$ cat config.mk
export PLATFORM = sky130hd
export DESIGN_NAME = tt_cpu_core_param
export DESIGN_NICKNAME = d
export VERILOG_FILES = /design/src/rtl/tt_cpu_pkg.sv /design/src/rtl/cpu_alu_n.sv /design/src/rtl/tt_cpu_core_param.sv
export SDC_FILE = /design/constraint.sdc
export NUM_CORES = 1
export LEC_CHECK = 0
export ABC_AREA = 1
export BUFFER_PORTS_ARGS = -buffer_cell sky130_fd_sc_hd__buf_2
export CAP_MARGIN = 0
export CORE_ASPECT_RATIO = 1.2
export CORE_UTILIZATION = 55
export CTS_CLUSTER_SIZE = 25
export DETAILED_ROUTE_END_ITERATION = 6
export PLACE_DENSITY = 0.8
export SKIP_LAST_GASP = 1
export SLEW_MARGIN = 40
export SYNTH_ARGS = -nofsm -noshare
export SYNTH_HDL_FRONTEND = slang
export SYNTH_SLANG_ARGS = --single-unit
$ cat constraint.sdc
create_clock -name clk -period 5.3 [get_ports clk]
set_input_delay 0 -clock clk [delete_from_list [all_inputs] [get_ports clk]]
set_output_delay 0 -clock clk [all_outputs]
set_load 0.05 [all_outputs]
$ cat src/rtl/tt_cpu_pkg.sv
// Shared definitions for the parametrised tiny CPU: opcode values and sequencer states.
package tt_cpu_pkg;

  localparam logic [2:0] OP_NOP = 3'b000;
  localparam logic [2:0] OP_IN  = 3'b001;
  localparam logic [2:0] OP_OUT = 3'b010;
  localparam logic [2:0] OP_ADD = 3'b011;
  localparam logic [2:0] OP_SUB = 3'b100;
  localparam logic [2:0] OP_AND = 3'b101;
  localparam logic [2:0] OP_XOR = 3'b110;
  localparam logic [2:0] OP_JNZ = 3'b111;

  typedef enum logic [1:0] {
    ST_IDLE  = 2'd0,
    ST_LOAD  = 2'd1,
    ST_FETCH = 2'd2,
    ST_EXEC  = 2'd3
  } state_t;

endpackage

$ cat src/rtl/cpu_alu_n.sv
// Combinational ALU: ADD/SUB/AND/XOR with carry (borrow on SUB) and zero outputs.
module cpu_alu_n
  import tt_cpu_pkg::*;
#(
  parameter int DATA_W = 8
) (
  input  logic [2:0]        op,
  input  logic [DATA_W-1:0] a,
  input  logic [DATA_W-1:0] b,
  output logic [DATA_W-1:0] y,
  output logic              c,
  output logic              z
);

  logic [DATA_W:0] w_sum;

  always_comb begin
    w_sum = '0;
    y     = '0;
    c     = 1'b0;
    case (op)
      OP_ADD: begin
        w_sum = {1'b0, a} + {1'b0, b};
        y     = w_sum[DATA_W-1:0];
        c     = w_sum[DATA_W];
      end
      OP_SUB: begin
        y = a - b;
        c = (a < b);
      end
      OP_AND:  y = a & b;
      OP_XOR:  y = a ^ b;
      default: ;
    endcase
  end

  assign z = (y == '0);

endmodule

$ cat src/rtl/tt_cpu_core_param.sv
// Parametrised tiny CPU: loadable program memory, register file, FETCH/EXEC sequencer,
// flagged ALU, JNZ, single-step mode and a direction-controlled I/O port.
module tt_cpu_core_param
  import tt_cpu_pkg::*;
#(
  parameter int DATA_W     = 8,
  parameter int PROG_DEPTH = 16,
  parameter int NREG       = 4,
  localparam int ADDR_W    = $clog2(PROG_DEPTH),
  localparam int RSEL_W    = $clog2(NREG),
  localparam int INSTR_W   = 3 + 2*RSEL_W
) (
  input  logic               clk,
  input  logic               clear,
  input  logic               prog_en,
  input  logic               prog_we,
  input  logic [INSTR_W-1:0] prog_instr,
  input  logic               step_mode,
  input  logic               step,
  input  logic [DATA_W-1:0]  port_in,
  output logic [DATA_W-1:0]  port_out,
  output logic               port_oe,
  output logic [ADDR_W-1:0]  pc_out,
  output logic               busy,
  output logic               flag_z,
  output logic               flag_c
);

  localparam int JW = (2*RSEL_W > ADDR_W) ? 2*RSEL_W : ADDR_W;

  state_t              r_state;
  state_t              w_state_next;
  logic [ADDR_W-1:0]   r_pc;
  logic [ADDR_W-1:0]   r_ptr;
  logic [INSTR_W-1:0]  r_ir;
  logic [INSTR_W-1:0]  r_mem [PROG_DEPTH];
  logic [DATA_W-1:0]   r_regs [NREG];
  logic [DATA_W-1:0]   r_port_out;
  logic                r_port_oe;
  logic                r_flag_z;
  logic                r_flag_c;
  logic                r_step_d;

  logic [2:0]          w_op;
  logic [RSEL_W-1:0]   w_rd;
  logic [RSEL_W-1:0]   w_rs;
  logic [DATA_W-1:0]   w_a;
  logic [DATA_W-1:0]   w_b;
  logic [DATA_W-1:0]   w_alu_y;
  logic                w_alu_c;
  logic                w_alu_z;
  logic                w_step_rise;
  logic                w_exec;
  logic                w_load_wr;
  logic                w_reg_we;
  logic [DATA_W-1:0]   w_reg_wdata;
  logic [JW-1:0]       w_jmp_wide;
  logic [ADDR_W-1:0]   w_jmp_tgt;

  assign w_op        = r_ir[INSTR_W-1 -: 3];
  assign w_rd        = r_ir[RSEL_W +: RSEL_W];
  assign w_rs        = r_ir[0 +: RSEL_W];
  assign w_a         = r_regs[w_rd];
  assign w_b         = r_regs[w_rs];
  assign w_step_rise = step & ~r_step_d;
  // prog_en during EXEC aborts the instruction, so every architectural update is gated here.
  assign w_exec      = (r_state == ST_EXEC) && !prog_en;
  assign w_load_wr   = (r_state == ST_LOAD) && prog_en && prog_we;
  assign w_reg_we    = w_exec && ((w_op == OP_IN)  || (w_op == OP_ADD) || (w_op == OP_SUB) ||
                                  (w_op == OP_AND) || (w_op == OP_XOR));
  assign w_reg_wdata = (w_op == OP_IN) ? port_in : w_alu_y;
  assign w_jmp_wide  = JW'({w_rd, w_rs});
  assign w_jmp_tgt   = w_jmp_wide[ADDR_W-1:0];

  cpu_alu_n #(.DATA_W(DATA_W)) u_alu (
    .op (w_op),
    .a  (w_a),
    .b  (w_b),
    .y  (w_alu_y),
    .c  (w_alu_c),
    .z  (w_alu_z)
  );

  always_comb begin
    w_state_next = r_state;
    if (prog_en) begin
      w_state_next = ST_LOAD;
    end else begin
      case (r_state)
        ST_LOAD:  w_state_next = ST_IDLE;
        ST_IDLE:  if (!step_mode || w_step_rise) w_state_next = ST_FETCH;
        ST_FETCH: w_state_next = ST_EXEC;
        ST_EXEC:  w_state_next = step_mode ? ST_IDLE : ST_FETCH;
        default:  w_state_next = ST_IDLE;
      endcase
    end
  end

  always_ff @(posedge clk or negedge clear) begin
    if (!clear) begin
      r_state  <= ST_IDLE;
      r_step_d <= 1'b0;
    end else begin
      r_state  <= w_state_next;
      r_step_d <= step;
    end
  end

  always_ff @(posedge clk or negedge clear) begin
    if (!clear) begin
      r_pc  <= '0;
      r_ptr <= '0;
      r_ir  <= '0;
    end else begin
      if (prog_en && (r_state != ST_LOAD)) r_ptr <= '0;
      else if (w_load_wr)                  r_ptr <= r_ptr + ADDR_W'(1);

      if ((r_state == ST_FETCH) && !prog_en) r_ir <= r_mem[r_pc];

      if ((r_state == ST_LOAD) && !prog_en) begin
        r_pc <= '0;
      end else if (w_exec) begin
        if ((w_op == OP_JNZ) && !r_flag_z) r_pc <= w_jmp_tgt;
        else                               r_pc <= r_pc + ADDR_W'(1);
      end
    end
  end

  always_ff @(posedge clk or negedge clear) begin
    if (!clear) begin
      for (int i = 0; i < PROG_DEPTH; i++) r_mem[i] <= '0;
    end else if (w_load_wr) begin
      r_mem[r_ptr] <= prog_instr;
    end
  end

  always_ff @(posedge clk or negedge clear) begin
    if (!clear) begin
      for (int i = 0; i < NREG; i++) r_regs[i] <= '0;
    end else if (w_reg_we) begin
      r_regs[w_rd] <= w_reg_wdata;
    end
  end

  always_ff @(posedge clk or negedge clear) begin
    if (!clear) begin
      r_port_out <= '0;
      r_port_oe  <= 1'b0;
      r_flag_z   <= 1'b0;
      r_flag_c   <= 1'b0;
    end else if (w_exec) begin
      case (w_op)
        OP_IN: begin
          r_flag_z  <= (port_in == '0);
          r_port_oe <= 1'b0;
        end
        OP_OUT: begin
          r_port_out <= w_b;
          r_port_oe  <= 1'b1;
        end
        OP_ADD, OP_SUB, OP_AND, OP_XOR: begin
          r_flag_z <= w_alu_z;
          r_flag_c <= w_alu_c;
        end
        default: ;
      endcase
    end
  end

  assign port_out = r_port_out;
  assign port_oe  = r_port_oe;
  assign pc_out   = r_pc;
  assign busy     = (r_state == ST_FETCH) || (r_state == ST_EXEC);
  assign flag_z   = r_flag_z;
  assign flag_c   = r_flag_c;

endmodule
# Word-level counts from Yosys, hierarchy flattened

Index checks and enable logic that the tools add are counted.

Bitwise gates (word level): 8
Equal/unequal tests: 12
Magnitude comparators: 7
Mux-type cells: 29
Add/sub/neg operators: 4
Reduce and logical (&&, ||, !) cells: 31

Operators with widths:

| kind                                                          | count |
|---|---|
| 112-bit bitwise mux                                           | 1 |
| 8-bit two-way mux                                             | 6 |
| 8-bit binary-select mux with 2-bit select                     | 2 |
| 32-bit bitwise mux                                            | 1 |
| 8-bit case mux with 4 select lines                            | 1 |
| 7-bit binary-select mux with 4-bit select                     | 1 |
| 7-bit demux with 4-bit select                                 | 1 |
| 7-bit two-way mux                                             | 3 |
| 4-bit two-way mux                                             | 5 |
| 8-bit demux with 2-bit select                                 | 1 |
| 8-bit zero test                                               | 2 |
| 3-bit equality test, second input constant                    | 4 |
| 5-bit greater-or-equal comparator, second input constant      | 2 |
| 1-bit logical AND                                             | 10 |
| 4-bit NOT with 5-bit output                                   | 2 |
| 8-bit by 8-bit adder with 9-bit output                        | 1 |
| 4-bit by 1-bit adder with 4-bit output, second input constant | 2 |
| 8-bit AND                                                     | 1 |
| 8-bit less-than comparator                                    | 1 |
| 2-bit case mux with 4 select lines                            | 1 |
| 2-bit AND reduction                                           | 4 |
| 2-bit nonzero test                                            | 4 |
| 8-bit subtractor                                              | 1 |
| 8-bit bitwise XOR                                             | 1 |
| 18 further kinds                                              | 33 |

Word-level logic and storage cells: 120
Input bits: 21
Flip-flop bits (word level): 173
Output and inout port bits: 16

# Longest topological paths before layout

Word-level depth: 8
Mapped depth: 21
Depth with buffers taken out: 21

# Modules after synthesis

A second synthesis with hierarchy kept.

Cell total of the unflattened synthesis: 1240
Area total of the unflattened synthesis: 9469.1 um2

By module, submodules not included:

| module            | cells an instance | sequential area each (um2) | times used | area each (um2) |
|---|---|---|---|---|
| tt_cpu_core_param | 1040              | 4329.2                     | 1          | 8395.6 |
| cpu_alu_n         | 200               | 0.0                        | 1          | 1073.5 |

# Worst setup path before layout

No wires, ideal clock.

Kind: flip-flop to flip-flop
From: reg r_ir[1]
To: reg r_regs[6] (netlist bit)
Required time: 5174 ps
Buffers on the path: 1
Arrival time: 2497 ps
Stages on the path, launching flop included: 20
Period minus slack after synthesis: 2623 ps
Setup slack: 2677 ps
Library setup time: 126 ps
Cells stage by stage: dfrtp_1 -> clkbuf_1 -> clkinv_1 -> a21oi_1 -> o21ai_0 -> nand2_1 -> inv_1 -> fa_1 -> inv_1 -> nand2_1 -> nand2_1 -> nand3_1 -> nand2_1 -> nand2_1 -> nand2_1 -> o21ai_0 -> nor2_1 -> nand2_1 -> nand2_1 -> o21ai_0

Word-level cells in the longest chain between the ends: 8
Elaborated cells between the ends (all ways): 11
Those cells by class: add/sub: 2; mux: 6; bitwise: 3

RTL lines:

| element                                                                           | line                             | RTL |
|---|---|---|
| start: declaration                                                                | tt_cpu_core_param.sv:35          | `logic [INSTR_W-1:0] r_ir;` |
| start signal: assignment                                                          | tt_cpu_core_param.sv:118         | `if ((r_state == ST_FETCH) && !prog_en) r_ir <= r_mem[r_pc];` |
| 2-bit NOT with 3-bit output (implied by the code) *                               | tt_cpu_core_param.sv:64          | `assign w_b = r_regs[w_rs];` |
| 8-bit binary-select mux with 2-bit select *                                       | tt_cpu_core_param.sv:64          |  |
| 8-bit two-way mux (implied by the code) * (2 in series)                           | tt_cpu_core_param.sv:64          |  |
| via u_alu.b[1]                                                                    | cpu_alu_n.sv:9                   | `input logic [DATA_W-1:0] b,` |
| 8-bit subtractor / 8-bit by 8-bit adder with 9-bit output (equally long branches) | cpu_alu_n.sv:28, cpu_alu_n.sv:23 |  |
| 8-bit case mux with 4 select lines *                                              | cpu_alu_n.sv:21                  | `case (op)` |
| 8-bit two-way mux *                                                               | tt_cpu_core_param.sv:71          | `assign w_reg_wdata = (w_op == OP_IN) ? port_in : w_alu_y;` |
| 32-bit bitwise mux *                                                              | tt_cpu_core_param.sv:141         | `r_regs[w_rd] <= w_reg_wdata;` |
| end signal: indexed assignment                                                    | tt_cpu_core_param.sv:141         |  |
| end: declaration                                                                  | tt_cpu_core_param.sv:37          | `logic [DATA_W-1:0] r_regs [NREG];` |

The timed path passes the listed nets; every way through them passes the cells marked *. The select of a mux whose other input is x is not followed.
A chain may end at the register's enable or synchronous reset.

# Worst setup path in the final report

From: reg r_ir[0]
To: reg r_regs[14] (netlist bit)

The elaborated chain is that of the path after synthesis.

==> flow_summary.toml <==
[logic_synthesis]
yosys.cell_count.top_type = "nand2_1"
synth_sequential_area_ratio_pct = 48.1
postSynth.topFlopCell = "dfrtp_1"
ys_top_cells_by_area = "dfrtp_1 (48%), o21ai_0 (13%), nand2_1 (11%)"
synth_enable_flop_cells = 0
yosysTopAreaCellShare_pct = 48.1
asyncSetResetFlopFracSynth_pct = 100
synthesis.area_sq_um = 9000
yosys_register_bits = 173
synth_fp_nets = 1179
synth.yosys.warnings = 0
syn_inst = 1134
syn_area_per_cell_sq_um = 7.94
synth_top_cells_by_count = "nand2_1 (270), o21ai_0 (231), dfrtp_1 (173), nor2_1 (101), inv_1 (80)"
synth.distinct_cells = 40
yosysTopAreaCell = "dfrtp_1"

[worst_hold_path]
timing.hold.worst.class = "in2async"

[clock_network]
cts.repair.resized = 0
tritoncts = "yes"
htreeDepth = 4
tritoncts_num_sinks = 173
cts.clk_slew.worst_paths_ns = 0.07
cts_buffers = 17
postCtsSetupRepairBufs = 0
clockRootBuffer = "clkbuf_16"
cts_hold_buf = 13
insertion_delay_ns = 0.44
cts_buffer_depth = 2

[power]
sequential_power_share_pct = 33.0
net_switching_share_of_the_total_power_pct = 44.2
internal_power_w = 0.00301
peakVddDrop_v = 0.000322
comb_power_share_pct = 43.4
p_switching_w = 0.00238
cellPowerDensity_nw_per_um2 = 540
p_leak_nw = 4.85
power.share.clock_pct = 23.7

[timing]
fmax_mhz = 272
finalCritPeriodShare_pct = 69.4
report.final.slew_viol_count = 0
timing.setup.tns_ns = 0
setup_viol = 0
worst_slew_margin_rel_pct = 47.2
grt_setup_unrepaired = "no"
clock-skew-final_ns = 0.0109
fin_ws_ns = 1.62
final_period_minus_worst_setup_slack_ns = 3.68
timing_hold_violations_final = 0
worst_slew_pin_slew_ns = 0.793

[floorplanning]
die_x_um = 119
floorplan.io_pins = 37
core_area_sq_um = 15800
die_area_sq_um = 16900
num_rows = 50
start_util_pct = 56.9
die_y_um = 142

[global_routing]
grt_pass1_vias = 7607
grt_use_total_pct = 29.9
grt.overflow.total = 0
grt_start_max_net_pins = 70
antenna_violations_before_repair = 0
grt_first_pass_wirelength_um = 39200

[routing]
routed-via-count = 8071
viasPerCell = 5.90
drc = 2
routedWlPerCell_um = 17.8
totalWireLength_um = 24400
drt-initial-drc-count = 961
drt_pre_antenna_iters = 7
final_antenna_net_count = 0

[layout]
num-nets-final = 1194
drive_gt1_share_pct = 8.61
insertedDiodeCount = 0
p_r_area_growth_vs_syn_pct = 11.0

[run_status]
violated_checks = "DRC"
status = "finished, violations left"

[critical_path]
cp.required_ns = 5.62
worstSetupStartpointType = "flop"
worst_r2r_endpoint = "r_regs[14]"
critPathMaxFanout = 26
worst_r2r_path_depth = 17
setup.worst_path.end_class = "flop"
worst_ep_arrival_time_ns = 3.99
ff2ff_setup_slack_ns = 1.62
worst_r2r_startpoint = "r_ir[0]"
worstSetupPathType = "reg2reg"

[placement]
post-place-ws_ns = 1.78
io_buffer_count = 36
detailedPlacementHpwl_um = 16100
place.gp.congestion = 0.985

[flow_run]
maxCapViolCount = 0
per-layer routing:
metal	global-route usage (%)	part of all wire (%)
met2	51.4	50
met1	36.3	41
met4	14.6	3.8
met5	0	0
met3	5.41	5.7
final cells by class:
cell class / instances / area (sq um)
Fill cell: 1388 / 5830
Sequential cell: 173 / 4330
Multi-Input combinational cell: 808 / 4070
Clock buffer: 20 / 457
Timing Repair Buffer: 56 / 385
Inverter: 93 / 357
Tap cell: 208 / 260
Clock inverter: 11 / 135
cell usage in the layout (no fill, tap or decap), drive strengths merged:
| cell type | instances |
|---|---|
| a21boi | 1 |
| a21o | 2 |
| a21oi | 25 |
| a221oi | 1 |
| a22oi | 13 |
| a311oi | 1 |
| a31oi | 1 |
| buf | 43 |
| bufinv | 2 |
| clkbuf | 20 |
| clkinv | 4 |
| clkinvlp | 5 |
| dfrtp | 173 |
| dlygate4sd3 | 13 |
| fa | 2 |
| ha | 22 |
| inv | 93 |
| mux2 | 1 |
| nand2 | 271 |
| nand3 | 45 |
| nand3b | 4 |
| nand4 | 21 |
| nor2 | 106 |
| nor3 | 3 |
| nor4 | 2 |
| o211ai | 1 |
| o21a | 1 |
| o21ai | 243 |
| o221ai | 14 |
| o22ai | 25 |
| or2 | 1 |
| xor2 | 2 |
registers in the layout (all words and copies together) (netlist names):
| name | count |
|---|---|
| r_state | 2 |
| r_ptr | 4 |
| r_step_d | 1 |
| flag_c | 1 |
| r_regs | 32 |
| port_out | 8 |
| port_oe | 1 |
| r_ir | 7 |
| r_mem | 112 |
| flag_z | 1 |
| pc_out | 4 |
stage by stage:
step	instances	hold WS (ns)	cell area, sq um	total power, W	utilization (%)
2_1_floorplan	1134	-0.296	9000	0.00347	-
3_3_place_gp	1324	-0.0462	9250	0.00404	58.4
3_5_place_dp	1324	-0.0442	9250	0.00406	58.4
4_1_cts	1368	0.0231	9970	0.00535	63.0
5_1_grt	1369	0.0707	9990	0.00574	63.1
6_report	1369	0.0368	9990	0.00539	63.1
how the worst max path moves through the flow:
stage	slack [ns]	start	depth (start not counted)	end
after global placement	1.89	r_ir[0]	17	r_regs[30]
final	1.62	r_ir[0]	17	r_regs[14]
after CTS	1.72	r_ir[0]	17	r_regs[14]
after global routing	1.31	r_ir[0]	17	r_regs[14]
after floorplan	2.68	r_ir[1]	19	r_regs[6]
after detailed placement	1.78	r_ir[0]	17	r_regs[30]
critical path, cell delays in order, from the launching register on:
cell and delay, ns:
dfrtp_1 0.86, clkinv_1 0.46, o21ai_0 0.26, o22ai_1 0.19, ha_1 0.27, fa_1 0.41, inv_1 0.07, nand2_1 0.06
nand2_1 0.11, nand3_1 0.07, nand2_1 0.10, nand2_1 0.06, nand2_1 0.05, o21ai_0 0.07, nor2_1 0.18, nand2_1 0.16
nand2_1 0.09, o21ai_0 0.08
power by group through the flow:
stage / logic [W] / clock network [W] / registers, W
finish: 0.00234 / 0.00128 / 0.00178
global route: 0.00261 / 0.00132 / 0.00180
CTS: 0.00230 / 0.00128 / 0.00177
detailed placement: 0.00227 / 0 / 0.00179
global placement: 0.00226 / 0 / 0.00178
floorplan: 0.00165 / 0 / 0.00182
cells by family after synthesis:
logic type | synth area share, %
AND/OR/NAND/NOR | 21.5
XOR/XNOR | 0.195
multiplexers | 0.125
adder cells (fa/ha/maj) | 3.50
buffers and inverters | 6.73
flip-flops | 48.1
AO/OA/AOI/OAI | 19.9
Power figures use the tool's default switching activity.
